File: src/rtl/melody_sequencer.sv
// Song player: walks a combinational song ROM and drives the tone divider; first note 2 cycles after start.
// No backpressure: pause freezes state and counters (mutes tone), stop aborts to IDLE.
module melody_sequencer #(
    parameter int unsigned BEAT_CYCLES = 250000,
    parameter int unsigned GAP_CYCLES  = 10000,
    parameter int unsigned ADDR_W      = 6,
    parameter bit          LOOP        = 1'b0
) (
    input  logic              clk,
    input  logic              rst,
    input  logic              start,
    input  logic              stop,
    input  logic              pause,
    output logic [ADDR_W-1:0] song_addr,
    input  logic [6:0]        song_data,
    output logic [12:0]       k,
    output logic              tone_en,
    output logic [3:0]        note,
    output logic              busy,
    output logic              done
);

    localparam int unsigned BW = (BEAT_CYCLES > 1) ? $clog2(BEAT_CYCLES) : 1;
    localparam int unsigned GW = (GAP_CYCLES > 1) ? $clog2(GAP_CYCLES) : 1;
    localparam logic [BW-1:0] BEAT_LAST = BW'(BEAT_CYCLES - 1);
    localparam logic [GW-1:0] GAP_LAST  = GW'((GAP_CYCLES != 0) ? GAP_CYCLES - 1 : 0);

    typedef enum logic [1:0] {IDLE, LOAD, PLAY, GAP} state_t;

    state_t            state, state_d;
    logic [ADDR_W-1:0] song_addr_d;
    logic [12:0]       k_d;
    logic              tone_en_d;
    logic [3:0]        note_d;
    logic              done_d;
    logic [BW-1:0]     beat_cnt, beat_cnt_d;
    logic [2:0]        beats_rem, beats_rem_d;
    logic [GW-1:0]     gap_cnt, gap_cnt_d;
    logic              wrapped, wrapped_d;
    logic              sound, sound_d;
    logic [2:0]        dur;
    logic [3:0]        code;
    logic [12:0]       code_k;

    assign dur  = song_data[6:4];
    assign code = song_data[3:0];
    assign busy = (state != IDLE);

    // Half-period counts for a 1 MHz clock; rests and unused codes give 0.
    always_comb begin
        code_k = 13'd0;
        case (code)
            4'd1:    code_k = 13'd1910;
            4'd2:    code_k = 13'd1702;
            4'd3:    code_k = 13'd1516;
            4'd4:    code_k = 13'd1431;
            4'd5:    code_k = 13'd1275;
            4'd6:    code_k = 13'd1135;
            4'd7:    code_k = 13'd1011;
            4'd8:    code_k = 13'd955;
            default: code_k = 13'd0;
        endcase
    end

    always_comb begin
        state_d     = state;
        song_addr_d = song_addr;
        k_d         = k;
        note_d      = note;
        done_d      = 1'b0;
        beat_cnt_d  = beat_cnt;
        beats_rem_d = beats_rem;
        gap_cnt_d   = gap_cnt;
        wrapped_d   = wrapped;
        sound_d     = sound;

        if (stop) begin
            state_d     = IDLE;
            song_addr_d = '0;
            k_d         = 13'd0;
            note_d      = 4'd0;
            wrapped_d   = 1'b0;
            sound_d     = 1'b0;
        end else begin
            unique case (state)
                IDLE: begin
                    if (start) begin
                        state_d     = LOAD;
                        song_addr_d = '0;
                        wrapped_d   = 1'b0;
                    end
                end
                LOAD: begin
                    if (!pause) begin
                        // A fetch after the last address counts as an end marker.
                        if (dur == 3'd0 || wrapped) begin
                            song_addr_d = '0;
                            wrapped_d   = 1'b0;
                            if (!LOOP) begin
                                state_d = IDLE;
                                done_d  = 1'b1;
                                k_d     = 13'd0;
                                note_d  = 4'd0;
                                sound_d = 1'b0;
                            end
                        end else begin
                            state_d     = PLAY;
                            k_d         = code_k;
                            note_d      = code;
                            sound_d     = (code_k != 13'd0);
                            beat_cnt_d  = BEAT_LAST;
                            beats_rem_d = dur;
                        end
                    end
                end
                PLAY: begin
                    if (!pause) begin
                        if (beat_cnt == '0) begin
                            if (beats_rem == 3'd1) begin
                                song_addr_d = song_addr + ADDR_W'(1);
                                wrapped_d   = (song_addr == {ADDR_W{1'b1}});
                                gap_cnt_d   = GAP_LAST;
                                state_d     = (GAP_CYCLES != 0) ? GAP : LOAD;
                            end else begin
                                beat_cnt_d  = BEAT_LAST;
                                beats_rem_d = beats_rem - 3'd1;
                            end
                        end else begin
                            beat_cnt_d = beat_cnt - BW'(1);
                        end
                    end
                end
                GAP: begin
                    if (!pause) begin
                        if (gap_cnt == '0) begin
                            state_d = LOAD;
                        end else begin
                            gap_cnt_d = gap_cnt - GW'(1);
                        end
                    end
                end
                default: state_d = IDLE;
            endcase
        end

        // Tone is registered so a pause mutes on the edge it is sampled.
        tone_en_d = (state_d == PLAY) && sound_d && !pause;
    end

    always_ff @(posedge clk) begin
        if (rst) begin
            state     <= IDLE;
            song_addr <= '0;
            k         <= 13'd0;
            tone_en   <= 1'b0;
            note      <= 4'd0;
            done      <= 1'b0;
            beat_cnt  <= '0;
            beats_rem <= 3'd0;
            gap_cnt   <= '0;
            wrapped   <= 1'b0;
            sound     <= 1'b0;
        end else begin
            state     <= state_d;
            song_addr <= song_addr_d;
            k         <= k_d;
            tone_en   <= tone_en_d;
            note      <= note_d;
            done      <= done_d;
            beat_cnt  <= beat_cnt_d;
            beats_rem <= beats_rem_d;
            gap_cnt   <= gap_cnt_d;
            wrapped   <= wrapped_d;
            sound     <= sound_d;
        end
    end

endmodule

File: config.mk
export PLATFORM = sky130hd
export DESIGN_NAME = melody_sequencer
export DESIGN_NICKNAME = d
export VERILOG_FILES = /design/src/rtl/melody_sequencer.sv
export SDC_FILE = /design/constraint.sdc
export NUM_CORES = 1
export LEC_CHECK = 0
export CELL_PAD_IN_SITES_DETAIL_PLACEMENT = 1
export CELL_PAD_IN_SITES_GLOBAL_PLACEMENT = 1
export CORE_ASPECT_RATIO = 2
export CORE_UTILIZATION = 42
export DETAILED_ROUTE_END_ITERATION = 12
export PLACE_DENSITY = 0.9
export SYNTH_ARGS = -nofsm -noshare
export SYNTH_HDL_FRONTEND = slang
export SYNTH_SLANG_ARGS = --single-unit
File: constraint.sdc
create_clock -name clk -period 2.9 [get_ports clk]
set_input_delay 0.29 -clock clk [delete_from_list [all_inputs] [get_ports clk]]
set_output_delay 0.29 -clock clk [all_outputs]
set_load 0.03 [all_outputs]
# Yosys cells after proc, flatten, opt, wreduce, memory -nomap -nowiden
# Memory sizes are Yosys's and may differ from the RTL's.
# Index checks and enable logic that the tools add are counted.
dict set report op_classes {
  n_addsub 4
  n_eq_ne 17
  n_mux 49
  bitwise_logic 3
  reduce_logical 20
}
# op count
set ops {}
lappend ops {{18-bit two-way mux} 5}
lappend ops {{14-bit two-way mux} 5}
lappend ops {{6-bit two-way mux} 6}
lappend ops {{18-bit one-hot mux with 2 select lines} 1}
lappend ops {{14-bit one-hot mux with 2 select lines} 1}
lappend ops {{7-bit AND reduction} 3}
lappend ops {{2-bit inequality test, second input constant} 10}
lappend ops {{18-bit zero test} 1}
lappend ops {{2-bit two-way mux} 9}
lappend ops {{6-bit one-hot mux with 3 select lines} 1}
lappend ops {{18-bit by 1-bit subtractor with 18-bit output, second input constant} 1}
lappend ops {{3-bit two-way mux} 5}
lappend ops {{14-bit zero test} 1}
lappend ops {{14-bit by 1-bit subtractor with 14-bit output, second input constant} 1}
lappend ops {{13-bit two-way mux} 1}
lappend ops {{13-bit nonzero test} 1}
lappend ops {{1-bit two-way mux} 11}
lappend ops {{2-bit one-hot mux with 4 select lines} 1}
lappend ops {{6-bit by 1-bit adder with 6-bit output, second input constant} 1}
lappend ops {{2-bit == test, second input constant} 3}
lappend ops {{6-bit == test, second input constant} 1}
lappend ops {{3-bit one-hot mux with 2 select lines} 1}
lappend ops {{6-bit AND reduction} 1}
lappend ops {{2-bit nonzero test} 3}
lappend ops {{other kinds (16)} 19}
dict set report totals {
  ff_bits 64
  rom_bits 176
  output_inout_bits 26
  wordCells 105
  mem_count 1
}
# memory depth width rd rd_ports_with_merged_regs wr line
set memory_table {}
lappend memory_table {{(name not given)} 16 11 1 0 0 52} ;# case (code)

# Longest topological paths before layout
dict set report depth {
  ltp_word 9
  depth_mapped 8
  ltp_nobuf 7
}

# Least setup slack after synthesis
# No wires, ideal clock.
dict set report synth_path {
  path_kind {reg2reg}
  start {reg beat_cnt[11]}
  end {reg song_addr[3]}
  setup_ps 70
  arrival_ps 2295
  required_ps 2830
  path_slack_ps 535
  path_stages_with_launch 7
  cell_sequence {dfxtp_1 or4_4 or3_1 buf_2 o31a_1 or4_1 a21boi_1}
}
dict set report synth_between {
  elab_chain_cells 3
}
# item line
set synth_rtl {}
lappend synth_rtl {{from (decl)} 36} ;# logic [BW-1:0] beat_cnt, beat_cnt_d;
lappend synth_rtl {{from (signal assigned)} 170} ;# beat_cnt <= beat_cnt_d;
lappend synth_rtl {{18-bit zero test} 118} ;# if (beat_cnt == '0) begin
lappend synth_rtl {{2-bit inequality test (no line)} -}
lappend synth_rtl {{7-bit AND reduction (no line)} -}
lappend synth_rtl {{to (signal assigned)} 165} ;# song_addr <= song_addr_d;
lappend synth_rtl {{to (decl)} 14} ;# output logic [ADDR_W-1:0] song_addr,
# Every way passes these cells.
# A chain may end at the register's enable or synchronous reset.

# Worst setup path in the final report
dict set report layout_path {
  start {reg beat_cnt[11]}
  end {reg song_addr[4]}
}
# Same word-level chain as after synthesis.

==> impl_metrics.csv <==
group,metric,value,unit
run_status,status,"finished, final reports clean",
clock_tree,postCtsSetupBuffers,0,
clock_tree,numClockSinks,62,
placement,dpl-instance-area,0.00391,mm²
yosys,synth-seq-cells,62,
global_route,grt.busiest_layer,"met2",
routing,drc,0,
finish,fillers,934,
sta,finalCritPeriodShare,0.961,
finish,syn_to_final_growth,23.7,%
yosys,ys_warn_count,0,
routing,via_per_inst,6.23,
global_route,grt_max_degree,32,
worst_hold_path,hold_path_class,"reg -> reg",
sta,fmax,0.359,GHz
yosys,synth-edff-count,0,
sta,fin_ws,112,ps
routing,routed_wl,10.6,mm
routing,wl_per_cell,18.9,µm
placement,port_buffers,35,
global_route,met1_usage,0.251,
global_route,overflow,0,
sta,timing.slew.headroom,0.251,
floorplan,dieHeight,130,µm
clock_tree,clk_pin_slew,60,ps
power_and_ir_drop,power_density,539,mW/mm²
clock_tree,clkLatencyLatePin,330,ps
yosys,synth_cell_types,56,
run,max_cap_violations,0,
floorplan,die_x,65.8,µm
yosys,syn_area_per_cell,8.06,µm²
finish,design_area,0.00423,mm²
floorplan,start_util,0.434,
finish,final_common_cell,"dfxtp_1",
finish,drive_above_1_share,0.103,
yosys,synth_top_flop_cell,"dfxtp_1",
clock_tree,ctsHoldBuffers,0,
clock_tree,cts.path.max_buffers,2,
finish,antenna_cells,0,
clock_tree,cts_tree,"yes",
critical_path,cp-end-kind,"register",
routing,drtIter0Drc,135,
routing,vias,3504,
floorplan,rows,46,
placement,dpl_worst_slack,167,ps
routing,firstDrtPassIters,4,
sta,skew,6.56,ps
sta,worstMarginPinSlew,1120,ps
sta,setup_viol,0,
yosys,ys_seq_area_frac,0.363,
placement,place_congestion,0.832,
clock_tree,cts_buffers,9,
floorplan,coreArea,0.00789,mm²
global_route,use_met3,0.0493,
placement,post-dp-hpwl,7.63,mm
power_and_ir_drop,ir_drop,0.379,mV
floorplan,io_pins,38,
finish,nets,485,
global_route,antenna_found_initial,0,
routing,ant_nets,0,
sta,min_period,2790,ps
sta,fin_setup_tns,0,ps
clock_tree,htree_levels,3,
finish,mostFrequentLayoutCells,"62 x dfxtp_1, 39 x nor2_1, 35 x clkdlybuf4s50_1",
critical_path,critPathRequiredTime,3170,ps
sta,slew_violations,0,
finish,multi_input_area,0.00202,mm²
critical_path,crit_fanout,17,
floorplan,dieArea,0.00853,mm²
clock_tree,root_buffer,"clkbuf_16",
critical_path,arrival,3050,ps
critical_path,criticalPathCategory,"reg -> reg",
yosys,synthesis.area,0.00342,mm²
global_route,grt_usage,0.264,
sta,rsz0062_at_grt,"false",
sta,hold_slack,465,ps
yosys,synth_cells,424,
critical_path,start_kind,"register",
power_and_ir_drop,p_leak,1.49,nW
finish,fin_cells,562,
sta,hold_viol_final,0,
global_route,grt_first_pass_wirelength,17.2,mm
global_route,grt.met2_usage,0.501,
placement,dp.cells,546,
clock_tree,ctsResizeCount,0,
yosys,async_flop_share,0,
finish,regArea,0.00124,mm²
global_route,grt_pass1_vias,3678,
worst max-delay path: stages, from the launching register on:
cell and delay, ps:
dfxtp_1 350, or4_4 570, or3_1 490, o31a_1 540, or4_1 600, a21boi_1 160
registers in the layout, summed over array words and instances, names as in the netlist, 2 cells and up:
name	cells
beat_cnt	18
beats_rem	3
gap_cnt	14
k	11
note	4
song_addr	6
state	2
worst paths after layout:
check        slack (ps)                         to                 startpoint  cells after the start
max                 110  song_addr[4]$_SDFFE_PP0P_  beat_cnt[11]$_SDFFE_PP0P_                      5
min                 470          k[0]$_SDFFE_PP0P_          k[0]$_SDFFE_PP0P_                      2
max reg2reg         110  song_addr[4]$_SDFFE_PP0P_  beat_cnt[11]$_SDFFE_PP0P_                      5
min reg2reg         470          k[0]$_SDFFE_PP0P_          k[0]$_SDFFE_PP0P_                      2
metrics by stage:
step                       util  total power, mW
after CTS                 0.536             2.29
after detailed placement  0.495             1.13
after global placement    0.495             1.12
after floorplan               -             1.05
after global routing      0.536             2.35
final                     0.536             2.28
cells in the mapped netlist (2+ instances only):
cell | number | area share
a21oi_1 | 31 | 0.045
o211ai_1 | 4 | 0.0088
a22oi_1 | 8 | 0.018
dfxtp_1 | 62 | 0.36
a211oi_1 | 5 | 0.011
and2_1 | 5 | 0.0092
or3_1 | 11 | 0.020
mux2i_1 | 4 | 0.012
clkbuf_1 | 21 | 0.023
nand2_1 | 25 | 0.027
a311oi_1 | 6 | 0.015
nor2b_1 | 3 | 0.0055
nor3b_1 | 2 | 0.0044
nor3_1 | 12 | 0.018
inv_1 | 13 | 0.014
nor4_1 | 10 | 0.018
ha_1 | 12 | 0.044
o21a_1 | 2 | 0.0044
a221oi_1 | 2 | 0.0051
o41ai_1 | 2 | 0.0051
buf_2 | 2 | 0.0029
a31oi_1 | 13 | 0.024
buf_4 | 2 | 0.0044
nand2b_1 | 8 | 0.015
a21boi_1 | 3 | 0.0066
or2_2 | 8 | 0.015
o31ai_1 | 20 | 0.044
nand3_1 | 16 | 0.023
nand4b_1 | 2 | 0.0051
or4_1 | 17 | 0.037
and3_1 | 5 | 0.0092
o21ai_0 | 19 | 0.028
nor2_1 | 39 | 0.043
o22ai_1 | 2 | 0.0037
nand4_1 | 7 | 0.013
logic make-up after synthesis:
| logic type | synth area share |
|---|---|
| muxes | 0.0150 |
| adders and majority gates | 0.0439 |
| DFF | 0.363 |
| buffers and inverters | 0.0458 |
| and+or+nand+nor | 0.284 |
| other | 0.00110 |
| AOI/OAI and AO/OA | 0.247 |
power breakdown:
part | switching (mW) | internal, mW
sequential | 0.0141 | 0.865
clock | 0.403 | 0.754
combinational | 0.154 | 0.0882
total | 0.571 | 1.71
final cells by class:
cell class,count,share of cell area
Clock buffer,9,0.0533
Clock inverter,7,0.0231
Inverter,13,0.0115
Multi-Input combinational cell,324,0.479
Sequential cell,62,0.294
Tap cell,96,0.0284
Timing Repair Buffer,51,0.111
routing by layer:
layer / share of wire / up-vias / wire length [µm]
met4: 0.037 / 0 / 396
met2: 0.56 / 84 / 5940
met5: 0 / - / 0
li1: - / 1677 / -
met3: 0.028 / 29 / 295
met1: 0.38 / 1714 / 4000
Power figures use the tool's default switching activity.
